[src/rtl/circuito_exp4.sv]
// Sequence-memory checker: compares the player's switches against a fixed 16-entry
// one-hot ROM sequence, one entry per three clocks, ending in a hit or miss state.
module circuito_exp4 (
  input  logic       clock,
  input  logic       reset,
  input  logic       iniciar,
  input  logic [3:0] chaves,
  output logic       pronto,
  output logic       acertou,
  output logic       errou,
  output logic       db_igual,
  output logic       db_iniciar,
  output logic [6:0] db_contagem,
  output logic [6:0] db_memoria,
  output logic [6:0] db_chaves,
  output logic [6:0] db_estado
);

  typedef enum logic [3:0] {
    inicial     = 4'h0,
    preparacao  = 4'h1,
    registra    = 4'h4,
    comparacao  = 4'h5,
    proximo     = 4'h6,
    fim_acertou = 4'hA,
    fim_errou   = 4'hE
  } estado_t;

  estado_t estado, estado_seguinte;

  logic       zera_c, conta_c, zera_r, registra_r;
  logic       fim_c, igual;
  logic [3:0] contagem, registro, memoria;

  // Active-low 7-segment decoder, bit order {g,f,e,d,c,b,a}
  function automatic logic [6:0] hexa7seg(input logic [3:0] valor);
    case (valor)
      4'h0:    hexa7seg = 7'b1000000;
      4'h1:    hexa7seg = 7'b1111001;
      4'h2:    hexa7seg = 7'b0100100;
      4'h3:    hexa7seg = 7'b0110000;
      4'h4:    hexa7seg = 7'b0011001;
      4'h5:    hexa7seg = 7'b0010010;
      4'h6:    hexa7seg = 7'b0000010;
      4'h7:    hexa7seg = 7'b1111000;
      4'h8:    hexa7seg = 7'b0000000;
      4'h9:    hexa7seg = 7'b0010000;
      4'hA:    hexa7seg = 7'b0001000;
      4'hB:    hexa7seg = 7'b0000011;
      4'hC:    hexa7seg = 7'b1000110;
      4'hD:    hexa7seg = 7'b0100001;
      4'hE:    hexa7seg = 7'b0000110;
      default: hexa7seg = 7'b0001110;
    endcase
  endfunction

  always_ff @(posedge clock) begin
    if (reset)        contagem <= 4'h0;
    else if (zera_c)  contagem <= 4'h0;
    else if (conta_c) contagem <= contagem + 4'h1;
  end

  always_ff @(posedge clock) begin
    if (reset)           registro <= 4'h0;
    else if (zera_r)     registro <= 4'h0;
    else if (registra_r) registro <= chaves;
  end

  always_comb begin
    case (contagem)
      4'h0:    memoria = 4'h1;
      4'h1:    memoria = 4'h2;
      4'h2:    memoria = 4'h4;
      4'h3:    memoria = 4'h8;
      4'h4:    memoria = 4'h4;
      4'h5:    memoria = 4'h2;
      4'h6:    memoria = 4'h1;
      4'h7:    memoria = 4'h1;
      4'h8:    memoria = 4'h2;
      4'h9:    memoria = 4'h2;
      4'hA:    memoria = 4'h4;
      4'hB:    memoria = 4'h4;
      4'hC:    memoria = 4'h8;
      4'hD:    memoria = 4'h8;
      4'hE:    memoria = 4'h1;
      default: memoria = 4'h4;
    endcase
  end

  assign igual = (registro == memoria);
  assign fim_c = (contagem == 4'hF);

  always_ff @(posedge clock) begin
    if (reset) estado <= inicial;
    else       estado <= estado_seguinte;
  end

  // The final address ends the game before conta_c, so the counter never wraps
  always_comb begin
    estado_seguinte = estado;
    zera_c          = 1'b0;
    zera_r          = 1'b0;
    conta_c         = 1'b0;
    registra_r      = 1'b0;
    case (estado)
      inicial: begin
        if (iniciar) estado_seguinte = preparacao;
      end
      preparacao: begin
        zera_c          = 1'b1;
        zera_r          = 1'b1;
        estado_seguinte = registra;
      end
      registra: begin
        registra_r      = 1'b1;
        estado_seguinte = comparacao;
      end
      comparacao: begin
        if (!igual)     estado_seguinte = fim_errou;
        else if (fim_c) estado_seguinte = fim_acertou;
        else            estado_seguinte = proximo;
      end
      proximo: begin
        conta_c         = 1'b1;
        estado_seguinte = registra;
      end
      fim_acertou, fim_errou: begin
        if (iniciar) estado_seguinte = preparacao;
      end
      default: estado_seguinte = inicial;
    endcase
  end

  assign pronto      = (estado == fim_acertou) || (estado == fim_errou);
  assign acertou     = (estado == fim_acertou);
  assign errou       = (estado == fim_errou);
  assign db_igual    = igual;
  assign db_iniciar  = iniciar;
  assign db_contagem = hexa7seg(contagem);
  assign db_memoria  = hexa7seg(memoria);
  assign db_chaves   = hexa7seg(registro);
  assign db_estado   = hexa7seg(estado);

endmodule

[config.mk]
export PLATFORM = sky130hd
export DESIGN_NAME = circuito_exp4
export DESIGN_NICKNAME = d
export VERILOG_FILES = /design/src/rtl/circuito_exp4.sv
export SDC_FILE = /design/constraint.sdc
export NUM_CORES = 1
export LEC_CHECK = 0
export BUFFER_PORTS_ARGS = -buffer_cell sky130_fd_sc_hd__buf_4
export CORE_ASPECT_RATIO = 0.5
export CORE_MARGIN = 5
export CORE_UTILIZATION = 40
export DETAILED_ROUTE_END_ITERATION = 8
export HOLD_SLACK_MARGIN = 0.1
export SYNTH_ARGS = -nofsm -noshare
export SYNTH_HDL_FRONTEND = slang
export SYNTH_SLANG_ARGS = --single-unit
[constraint.sdc]
create_clock -name clock -period 2.65 [get_ports clock]
set_input_delay 0.1325 -clock clock [delete_from_list [all_inputs] [get_ports clock]]
set_output_delay 0.1325 -clock clock [all_outputs]
set_load 0.02 [all_outputs]
==> results of run 1 <==
state kept, by name, indices dropped and copies added (netlist names):
| signal | flops |
|---|---|
| contagem | 4 |
| db_estado | 7 |
| registro | 4 |
| db_chaves | 7 |
| memoria | 4 |
| estado | 4 |
| db_contagem | 7 |
Yosys cell counts, drive strengths merged, types with 4 or more instances:
cell type and instances:
inv 19, o21ai 14, nand2b 4, buf 10, clkbuf 6, nand3 8
xor2 4, dfxtp 37, nor3 5, mux2i 21, nor2 16, a211oi 5
a31oi 7, ha 25, nand2 17, o22ai 6, a21oi 10
area by class of cell:
class	count	area [um2]
Sequential cell	37	741
Fill cell	602	3060
Clock inverter	1	5.00
Tap cell	77	96.3
Inverter	20	80.1
Clock buffer	5	125
Timing Repair Buffer	47	353
Multi-Input combinational cell	191	1500
power by group:
| group | total, uW | switching [uW] | leakage (uW) | internal (uW) |
|---|---|---|---|---|
| clock network | 533 | 198 | 0.0000655 | 335 |
| logic | 194 | 108 | 0.000927 | 86.1 |
| registers | 600 | 16.2 | 0.000301 | 584 |
| total | 1330 | 322 | 0.00129 | 1000 |
cells by family (layout without fill, tap and decap cells):
kind of cell    count (synthesis)  in the layout
compound gates                 60             60
xor+xnor                        7              7
fa+ha+maj                      25             25
buf+inv                        36             73
flops                          37             37
mux                            23             23
simple gates                   76             76
routing by layer:
| layer | up-vias | track usage | wire length (um) |
|---|---|---|---|
| met5 | - | 0 | 0 |
| met2 | 31 | 0.223 | 2190 |
| met1 | 885 | 0.178 | 2450 |
| met4 | 0 | 0.0300 | 32 |
| li1 | 1012 | - | - |
| met3 | 2 | 0.0366 | 213 |
worst max-delay path by stage:
stage,to,startpoint,cells after the start,slack [ns]
after floorplan,db_chaves[3],estado[0],9,0.28
after global placement,db_chaves[3],estado[0],7,0.28
after detailed placement,db_chaves[3],estado[1],7,0.15
after CTS,db_chaves[3],estado[1],7,0.15
after global routing,db_contagem[4],estado[0],10,0.02
final,db_chaves[3],estado[2],7,0.23
stage by stage:
step	setup slack (ns)	total power, uW	instance area, um2	util	hold slack (ns)
finish	0.235	1330	2900	0.486	0.116
detailed placement	0.146	807	2760	0.464	0.398
floorplan	0.280	745	2410	-	0.299
global placement	0.280	803	2760	0.464	0.396
global route	0.0249	1400	2900	0.486	0.125
CTS	0.148	1350	2890	0.486	0.112
critical path, stage by stage, from the launching register on:
cell      delay, ns
dfxtp_1        0.49
nor4b_4        0.31
buf_4          0.19
mux2i_1        0.17
nand2b_1       0.29
inv_2          0.09
ha_1           0.25
mux4_1         0.49
==> impl_metrics.yaml, run 1 <==
run_status:
  status: "finished, final reports clean"
yosys:
  syn_avg_cell_area_um2: 9.14
  yosysWarnings: 0
  yosys.area.top_type: "dfxtp_1"
  ys_seq_elements: 37
  synth-xor-area-share: 0.0254
  synth_async_sr_flop_share: 0
  synth_top_flop_cell: "dfxtp_1"
  ys_types: 59
  yosys.area_share.simple: 0.196
  synth-compound-area-share: 0.165
  synth_area_leaders: "dfxtp_1 31%, ha_1 13%, mux2i_1 8.7%"
  synth_nets: 296
  synth_fa_ha_area_frac: 0.130
  syn_inst: 264
  synth.mux.area_fraction: 0.103
  synth-edff-count: 0
  synth_top_cell_area_share: 0.307
  synth_area_um2: 2410
  synth_top_family_by_area: "simple AND/OR/NAND/NOR gates"
  seq_area_frac_synth: 0.307
worst_setup_path:
  reg2regPathDepth: 7
  cp_max_fo: 10
  worst_setup_path_start_kind: "register"
  critPathKind: "reg -> reg"
  critPathArrivalTime_ns: 2.56
  endpoint_kind: "register"
  r2r-end: "db_chaves[3]"
  crit_required_ns: 2.79
  rrSetupSlack_ns: 0.23
  timing.rr.start: "estado[2]"
sta:
  fin_crit_sh: 0.911
  tightest_slew_ns: 0.460
  fmax_mhz: 414
  hold_violations: 0
  fin_skew_ns: 0.00613
  fin_crit_ns: 2.42
  final_max_slew_viol_count: 0
  relSlewSlack: 0.692
  grt_setup_unrepaired: "no"
  setup_violations: 0
  fin_tns_setup_ns: 0
clocking:
  clock_sinks: 37
  numCtsBuffers: 5
  path_clk_slew_ns: 0.05
  cts_hold_buf: 0
  cts_buffer_depth: 2
  cts_htree_levels: 2
  clockRootBuffer: "clkbuf_16"
  clk_latency_ns: 0.27
  cts_tree: "done"
  post_cts_resized: 0
  cts_setup_buffers: 0
global_route:
  grt_usage: 0.135
  gr-total-overflow: 0
  grt_max_degree: 15
  grt_pass1_wl_um: 8650
  first_global_vias: 1916
  antenna_found_initial: 0
run:
  drv_cap: 0
pwr:
  pwr_density_cell_nw_per_um2: 458
  leakage_uw: 0.00129
  peakVddDrop_uv: 306
routing:
  totalWireLength_um: 4890
  drcViolationCount: 0
  wl_per_cell_um: 12.9
  drtAntennaViolNets: 0
  first_iter_violations: 102
  via_per_inst: 5.11
  num_vias: 1930
  drt_pass1_iterations: 4
floorplan:
  pin_count: 40
  die_h_um: 64.9
  die_w_um: 120
  coreArea_um2: 5960
  start_util: 0.405
  die_area_um2: 7780
  row_count: 20
cells_and_area:
  drive_gt1_frac: 0.246
  final_cell_mix: "47 x buf_4, 37 x dfxtp_1, 25 x ha_1, 21 x mux2i_1, 17 x nand2_1"
  area_growth_pct: 20.0
  final_nets: 334
  finalNonFillerCells: 378
  final_common_cell: "buf_4"
  diodes: 0
worst_hold_path:
  hold_depth: 2
  min-delay-start: "reset"
  hold_class: "in -> reg"
  min_to: "estado[0]"
placement:
  gp_congestion: 0.825
  dp.cells: 372
  dp_hpwl_um: 3770
  io_buffers: 39
No activity file was read; power rests on OpenSTA's default activity.
==> run 2: changes to the inputs <==
==> config.mk (replaced) <==
export PLATFORM = sky130hd
export DESIGN_NAME = circuito_exp4
export DESIGN_NICKNAME = d
export VERILOG_FILES = /design/src/rtl/circuito_exp4.sv
export SDC_FILE = /design/constraint.sdc
export NUM_CORES = 1
export LEC_CHECK = 0
export BUFFER_PORTS_ARGS = -buffer_cell sky130_fd_sc_hd__buf_2
export CORE_ASPECT_RATIO = 0.5
export CORE_MARGIN = 5
export CORE_UTILIZATION = 56
export DETAILED_ROUTE_END_ITERATION = 8
export HOLD_SLACK_MARGIN = 0.1
export PLACE_DENSITY = 0.79
export SYNTH_ARGS = -nofsm -noshare
export SYNTH_HDL_FRONTEND = slang
export SYNTH_SLANG_ARGS = --single-unit
==> impl_metrics.yaml, run 2 (synthesis results as in run 1) <==
worst_hold_path:
  hold_depth: 3
  min-delay-start: "chaves[1]"
  min_to: "registro[1]"
  hold_class: "in -> reg"
floorplan:
  die_w_um: 103
  coreArea_um2: 4020
  pin_count: 40
  row_count: 16
  die_h_um: 56.4
  start_util: 0.600
  die_area_um2: 5800
routing:
  wl_per_cell_um: 13.9
  totalWireLength_um: 4930
  via_per_inst: 5.50
  drt_pass1_iterations: 4
  drtAntennaViolNets: 0
  num_vias: 1948
  drcViolationCount: 0
  first_iter_violations: 81
worst_setup_path:
  worst_setup_path_start_kind: "register"
  crit_path_cell_trace: "nor4b_4 -> mux2i_1 -> nand2b_1 -> inv_2 -> ha_1 -> mux4_1"
  slowest_delay_ns: 0.50
  timing.rr.start: "estado[2]"
  endpoint_kind: "register"
  crit_required_ns: 2.81
  critPathKind: "reg -> reg"
  reg2regPathDepth: 6
  rrSetupSlack_ns: 0.22
  cp_max_fo: 10
  critPathSlowestCell: "dfxtp_1"
  critPathArrivalTime_ns: 2.60
  r2r-end: "db_chaves[3]"
cells_and_area:
  drive_gt1_frac: 0.240
  final_cell_mix: "39 x buf_2, 37 x dfxtp_1, 25 x ha_1, 21 x mux2i_1, 17 x nand2_1"
  final_nets: 331
  n_fill_cell: 326
  diodes: 0
  final_common_cell: "buf_2"
  area_growth_pct: 13.3
  final_area_um2: 2730
global_route:
  first_global_vias: 1862
  grt_usage: 0.181
  gr-total-overflow: 0
  antenna_found_initial: 0
  grt_max_degree: 17
  grt_pass1_wl_um: 8380
sta:
  tightest_slew_ns: 0.726
  final_max_slew_viol_count: 0
  grt_setup_unrepaired: "no"
  fin_skew_ns: 0.00918
  fin_tns_setup_ns: 0
  fin_crit_ns: 2.43
  setup_violations: 0
  fmax_mhz: 411
  relSlewSlack: 0.516
  fin_crit_sh: 0.918
  hold_violations: 0
clocking:
  cts_hold_buf: 0
  numCtsBuffers: 5
  cts_setup_buffers: 0
  cts_tree: "done"
  clock_sinks: 37
  clockRootBuffer: "clkbuf_8"
  path_clk_slew_ns: 0.08
  cts_buffer_depth: 2
  clk_latency_ns: 0.29
  cts_htree_levels: 2
  post_cts_resized: 0
run_status:
  status: "finished, final reports clean"
placement:
  place_area_um2: 2610
  gp_congestion: 0.804
  dp_hpwl_um: 3760
  io_buffers: 39
pwr:
  pwr_density_cell_nw_per_um2: 469
  leakage_uw: 0.00125
  total_power_uw: 1280
  peakVddDrop_uv: 298
run:
  drv_cap: 0
==> run 2: layout make-up <==
class	count	area (um2)	area share
Clock inverter	1	30.0	0.0110
Clock buffer	7	86.3	0.0316
Inverter	20	80.1	0.0293
Tap cell	54	67.6	0.0247
Timing Repair Buffer	44	233	0.0852
Multi-Input combinational cell	191	1500	0.547
Sequential cell	37	741	0.271
==> run 2: worst max path at each step <==
| stage | start | endpoint | slack (ns) | cells after the start |
|---|---|---|---|---|
| after floorplan | estado[0] | db_chaves[3] | 0.28 | 9 |
| after global placement | estado[2] | db_chaves[3] | 0.28 | 7 |
| after detailed placement | estado[2] | db_chaves[3] | 0.16 | 7 |
| after CTS | estado[2] | db_chaves[3] | 0.13 | 7 |
| after global routing | estado[2] | db_chaves[3] | 0.01 | 6 |
| final | estado[2] | db_chaves[3] | 0.22 | 6 |
==> run 2: critical path, delay by kind of cell, from the launching register on <==
| family | cells | cell delay [ns] |
|---|---|---|
| adder cells (fa/ha/maj) | 1 | 0.25 |
| buffers and inverters | 1 | 0.10 |
| flip-flops | 1 | 0.50 |
| multiplexers | 2 | 0.72 |
| AND/OR/NAND/NOR | 2 | 0.72 |
==> run 2: metrics by stage <==
stage | setup WS (ns) | utilization | cells | hold slack [ns]
2_1_floorplan | 0.280 | - | 264 | 0.299
3_3_place_gp | 0.278 | 0.650 | 346 | 0.427
3_5_place_dp | 0.157 | 0.650 | 346 | 0.410
4_1_cts | 0.127 | 0.678 | 354 | 0.112
5_1_grt | 0.0126 | 0.679 | 354 | 0.139
6_report | 0.217 | 0.679 | 354 | 0.132
==> run 2: power breakdown <==
group / leakage, uW / internal, uW / switching [uW] / total, uW
clock network: 0.0000585 / 307 / 198 / 505
registers: 0.000301 / 582 / 14.6 / 597
logic: 0.000893 / 70.1 / 109 / 179
==> run 2: per-layer routing <==
metal	track usage	vias to the layer above	wire, um
met5	0	-	0
met2	0.297	41	2300
met3	0.0556	8	242
met1	0.229	897	2330
met4	0.0480	0	59
li1	-	1002	-
